`config.mk`:
```
export PLATFORM = sky130hd
export DESIGN_NAME = xor_descrambler
export DESIGN_NICKNAME = d
export VERILOG_FILES = /design/src/rtl/xor_descrambler.sv
export SDC_FILE = /design/constraint.sdc
export NUM_CORES = 1
export LEC_CHECK = 0
export CORE_MARGIN = 2
export CORE_UTILIZATION = 59
export DETAILED_ROUTE_END_ITERATION = 12
export GPL_TIMING_DRIVEN = 0
export PLACE_DENSITY_LB_ADDON = 0.2
export SYNTH_ARGS = -nofsm -noshare
export SYNTH_HDL_FRONTEND = slang
export SYNTH_SLANG_ARGS = --single-unit
export TNS_END_PERCENT = 50
```
`constraint.sdc`:
```
create_clock -name clk -period 4.1 [get_ports clk]
set_input_delay 0.41 -clock clk [delete_from_list [all_inputs] [get_ports clk]]
set_output_delay 0.41 -clock clk [all_outputs]
set_load 0.02 [all_outputs]
```
`src/rtl/xor_descrambler.sv`:
```
// Receive-side XOR descrambler: strips an additive Fibonacci LFSR keystream from
// a serial bit stream and packs the recovered bits LSB-first into WIDTH-bit words.
module xor_descrambler #(
  parameter int                    WIDTH    = 8,
  parameter int                    LFSR_LEN = 7,
  parameter logic [LFSR_LEN-1:0]   TAPS     = 7'h60,
  parameter logic [LFSR_LEN-1:0]   SEED     = 7'h7F
) (
  input  logic             clk,
  input  logic             resetb,
  input  logic             in_valid,
  output logic             in_ready,
  input  logic             in_bit,
  input  logic             in_sof,
  output logic             out_valid,
  input  logic             out_ready,
  output logic [WIDTH-1:0] out_data,
  output logic             out_sof,
  output logic             err_sof
);

  localparam int             CW   = (WIDTH > 1) ? $clog2(WIDTH) : 1;
  localparam logic [CW-1:0]  LAST = CW'(WIDTH - 1);

  logic [LFSR_LEN-1:0] lfsr;
  logic [CW-1:0]       cnt;
  logic [WIDTH-1:0]    word;
  logic                word_sof;

  logic                accept;
  logic [LFSR_LEN-1:0] s_eff;
  logic                key;
  logic                rec_bit;
  logic [CW-1:0]       pos;
  logic                complete;
  logic [WIDTH-1:0]    word_next;

  // Handshakes: a transfer happens on a rising clk edge where valid && ready.
  // Producers hold data stable while valid is high and unaccepted; in_ready only
  // stalls the bit that would complete a word while the output slot is still full.
  assign in_ready = !((cnt == LAST) && out_valid && !out_ready);
  assign accept   = in_valid && in_ready;

  always_comb begin
    s_eff     = in_sof ? SEED : lfsr;
    key       = ^(s_eff & TAPS);
    rec_bit   = in_bit ^ key;
    pos       = in_sof ? '0 : cnt;
    complete  = accept && (pos == LAST);
    // A start of frame throws away whatever partial word was being built.
    word_next = in_sof ? '0 : word;
    word_next[pos] = rec_bit;
  end

  always_ff @(posedge clk or negedge resetb) begin
    if (!resetb) begin
      lfsr      <= SEED;
      cnt       <= '0;
      word      <= '0;
      word_sof  <= 1'b0;
      out_valid <= 1'b0;
      out_data  <= '0;
      out_sof   <= 1'b0;
      err_sof   <= 1'b0;
    end else begin
      err_sof <= accept && in_sof && (cnt != '0);
      if (accept) begin
        lfsr <= {s_eff[LFSR_LEN-2:0], key};
        word <= word_next;
        cnt  <= complete ? '0 : pos + CW'(1);
        if (pos == '0) word_sof <= in_sof;
      end
      if (complete) begin
        out_valid <= 1'b1;
        out_data  <= word_next;
        out_sof   <= (pos == '0) ? in_sof : word_sof;
      end else if (out_valid && out_ready) begin
        out_valid <= 1'b0;
      end
    end
  end

endmodule

```
== Yosys cells after proc, flatten, opt, wreduce, memory -nomap -nowiden ==
Cells that the tools add are included.
Operators by class
  muxes and demuxes: 10
  eq/ne operators: 2
  add/sub/neg operators: 1
  reductions and logical operators: 14
  $lt $le $gt $ge: 2
  bitwise gates (word level): 1
Operator list (number)
  $bwmux 8: 1
  $logic_and 1x1->1: 8
  $mux 8: 1
  $mux 7: 1
  $reduce_xor 7->1: 1
  $eq 3x3->1 const B: 2
  $mux 3: 2
  $lt 3x4->1 const B: 1
  $mux 1: 4
  $add 3x1->3 const B: 1
  $demux 1 s3: 1
  $ge 3x1->1 const B: 1
  $logic_not 3->1: 1
  $reduce_bool 3->1: 1
  $logic_not 1->1: 2
  $reduce_bool 2->1: 1
  $xor 1x1->1: 1
Storage, ports and cells
  flip-flop bits (word level): 30
  output and inout bits: 12
  word-level logic and storage cells: 38

== Logic depth before layout (Yosys ltp) ==
  depth in word-level cells: 7
  gate-level depth with buffers: 10
  gate-level depth less buffers: 7

== Worst setup path after synthesis ==
No wires, ideal clock.
  path kind: in2reg
  start: input in_sof
  end: register out_data[0]
  arrival time: 1900 ps
  setup slack: 2104 ps
  library setup time: 95 ps
  stages: 10
  cell sequence: clkbuf_1 -> clkbuf_1 -> nand2b_1 -> inv_1 -> ha_1 -> ha_1 -> o211ai_4 -> buf_6 -> nand2_1 -> o31ai_1
On the way
  word-level cells in the longest chain between the ends: 6
  elaborated cells between the ends (all ways): 13
Ends and longest elaborated chain
  from (decl): line 14  | input logic in_sof,
  $mux 3: line 48  | pos = in_sof ? '0 : cnt;
  $lt 3x4->1 (implied by the code) / $ge 3x1->1 (equally long branches): line 52  | word_next[pos] = rec_bit;
  $logic_and 1x1->1 (implied by the code): line 52
  $mux 1 (implied by the code): line 52
  $demux 1 s3: line 52
  $bwmux 8: line 52
  to (signal assigned): line 75  | out_data <= word_next;
  to (decl): line 17  | output logic [WIDTH-1:0] out_data,
Parallel ways exist; a longest one is shown, timed or not.
A chain may end at the register's enable or synchronous reset.

== Final worst setup path ==
  start: input out_ready
  end: output in_ready
On the way
  word-level cells in the longest chain between the ends: 3
Ends and longest elaborated chain
  from (decl): line 16  | input logic out_ready,
  $logic_not 1->1: line 41  | assign in_ready = !((cnt == LAST) && out_valid && !out_ready);
  $logic_and 1x1->1: line 41
  $logic_not 1->1: line 41
  to (decl): line 12  | output logic in_ready,
No other way between the ends.

==> flow_summary.yaml <==
setup_path:
  crit_slowest_cell: "clkdlybuf4s50_1"
  cp.required_ns: 3.69
  path_delay_family: "buffers and inverters"
  cp_slowest_stage_delay_ns: 0.54
  start_kind: "input port"
  end_kind: "primary output"
  reg2reg_depth: 8
  worstPathArrival_ns: 1.86
  reg2reg_to: "out_sof$_DFFE_PN0P_"
  reg2reg_slack_ns: 2.16
  critPathBufInv: 2
  worst-setup-path-type: "input port to primary output"
  r2r_start: "cnt[0]$_DFFE_PN0P_"
  cp_max_fo: 5
  crit_top_cell: "clkdlybuf4s50_1"
  crit_chain: "clkdlybuf4s50_1, nand2b_1, or2_2, clkdlybuf4s50_1"
detailed_routing:
  ant_nets: 0
  drc: 0
  drtIter0Drc: 37
  first_pass_iters: 4
  wire_per_inst_um: 15.1
  via_count: 1254
  via_per_inst: 5.86
  routed_wl_um: 3230
global_route:
  track_usage: 0.231
  use_met3: 0.0581
  grt_busiest_layer: "met2"
  use_met1: 0.272
  grt_overflow: 0
  grt_pass1_wl_um: 5480
  grt_pass1_vias: 1229
  grt_use_met2: 0.376
  grt_max_degree: 31
  antenna_found_initial: 0
clock_tree:
  cts_inserted_buffers: 5
  clkTransAtPathRegs_ns: 0.10
  cts_tree: "done"
  cts_max_level: 2
  post_cts_buffers: 0
  clockBufferDepth: 2
  clock_sinks: 30
  clk_latency_ns: 0.33
  cts_hold_buffers: 0
  root_buffer: "clkbuf_4"
  cts_resized: 0
sta:
  fin_ws_ns: 1.83
  finalSetupTns_ns: 0
  skew_ns: 0.0142
  fin_crit_sh: 0.555
  fmax_ghz: 0.440
  tightestPinTransition_ns: 0.659
  rsz0062_at_grt: "false"
  finalCriticalPeriod_ns: 2.27
  hold_viol: 0
  setup_viol: 0
  hold_slack_ns: 0.0995
  slew_viol_final: 0
  max-slew-margin-rel: 0.561
power:
  leakage_nw: 0.778
  ir_drop_v: 0.000307
  total_power_mw: 0.679
  p_per_area_nw_per_um2: 373
final_layout:
  final_cell_count_no_fill: 214
  final_common_cell: "nand2_1"
  syn_to_final_growth_pct: 15.3
  most-common-layout-cells: "29 x nand2_1, 23 x dfrtp_1, 15 x clkdlybuf4s50_1"
  design_area_um2: 1820
  diodes: 0
  drive_above_1_share: 0.174
  final_nets: 192
  fin_util: 0.728
floorplanning:
  core_um2: 2500
  rows: 18
  dieArea_um2: 3110
  fp.dieW_um: 55.7
  ioPinCount: 18
  initial_utilization: 0.632
  dieHeight_um: 55.7
synthesis:
  seq_area_frac_synth: 0.481
  yosysWarnings: 0
  synthArstFlopShare: 1.00
  syn_area_per_cell_um2: 9.87
  synth-seq-cells: 30
  synth_edf_count: 0
  synthFlopType: "dfrtp_1"
  syn_inst: 160
  syn-cell-area_um2: 1580
  yosysUniqueCellTypes: 35
  synth_nets: 169
worst_hold_path:
  hold_class: "input port to async pin"
placement:
  hpwl_um: 2290
  place_area_um2: 1780
  gp_congestion: 0.838
  placedCellCount: 206
  port_buffers: 16
  post-place-ws_ns: 1.77
job:
  drv_cap: 0
run_status:
  outcome: "finished, final reports clean"
==> metal layers <==
layer  wire length (um)  part of all wire  vias to the layer above
li1                   -                 -                      610
met1               1370              0.42                      606
met2               1630              0.51                       28
met3                141             0.044                       10
met4                 85             0.026                        0
met5                  0                 0                        -
==> logic make-up (layout without fill, tap and decap cells) <==
kind of cell             count (synthesis)  count (layout)  synth area share
AO/OA/AOI/OAI                           47              47             0.204
XOR/XNOR                                 2               2            0.0206
adder cells (fa/ha/maj)                  3               3            0.0238
buffers and inverters                   12              36            0.0436
flip-flops                              30              30             0.481
AND/OR/NAND/NOR                         66              66             0.227
==> layout make-up <==
| class | instances | area [um^2] |
|---|---|---|
| plain buffers | 10 | 61.3 |
| clock buffers | 8 | 48.8 |
| fillers | 202 | 679 |
| inverters | 2 | 7.51 |
| multi-input cells | 118 | 751 |
| flip-flops and latches | 30 | 759 |
| well taps | 30 | 37.5 |
| repair buffers | 16 | 155 |
==> synthesized netlist by cell type, types with 2 or more instances <==
cell type   n  share of area
dfstp_2     7           0.12
o21ai_0    12          0.038
o31a_1      2          0.011
nand3b_1    3          0.014
o31ai_1     3          0.014
or2_2       2         0.0079
buf_2       4          0.013
ha_1        3          0.024
o21a_1      2         0.0095
o311ai_2    2          0.021
buf_6       2          0.014
nor2_1      6          0.014
clkbuf_1    3         0.0071
nand2b_1    9          0.036
nand2_1    29          0.069
and3b_1     2          0.011
nor2b_1     2         0.0079
a21oi_1    10          0.032
inv_1       2         0.0048
nor3b_1     7          0.033
dfrtp_1    23           0.36
nor3_1      3         0.0095
o21ai_2     2          0.011
o21ai_1     9          0.029
==> where the power goes <==
part           internal, mW  switching, mW
combinational        0.0682         0.0918
clock                0.0683         0.0947
sequential            0.336         0.0203
==> worst max-delay path by stage <==
stage               startpoint                       to  slack, ns  cells past startpoint
finish               out_ready                 in_ready       1.83                      4
global route         out_ready                 in_ready       1.77                      4
CTS                  out_ready                 in_ready       1.81                      4
detailed placement      in_sof      out_sof$_DFFE_PN0P_       1.77                     10
global placement        in_sof  out_data[0]$_DFFE_PN0P_       1.81                     10
floorplan               in_sof  out_data[0]$_DFFE_PN0P_       2.10                     10
==> state kept, by name, summed over array words and instances, names as in the netlist <==
signal     count
lfsr           7
out_data       8
cnt            3
out_valid      1
word_sof       1
err_sof        1
word           8
out_sof        1
Note: power is estimated with default switching activity, not from simulation.
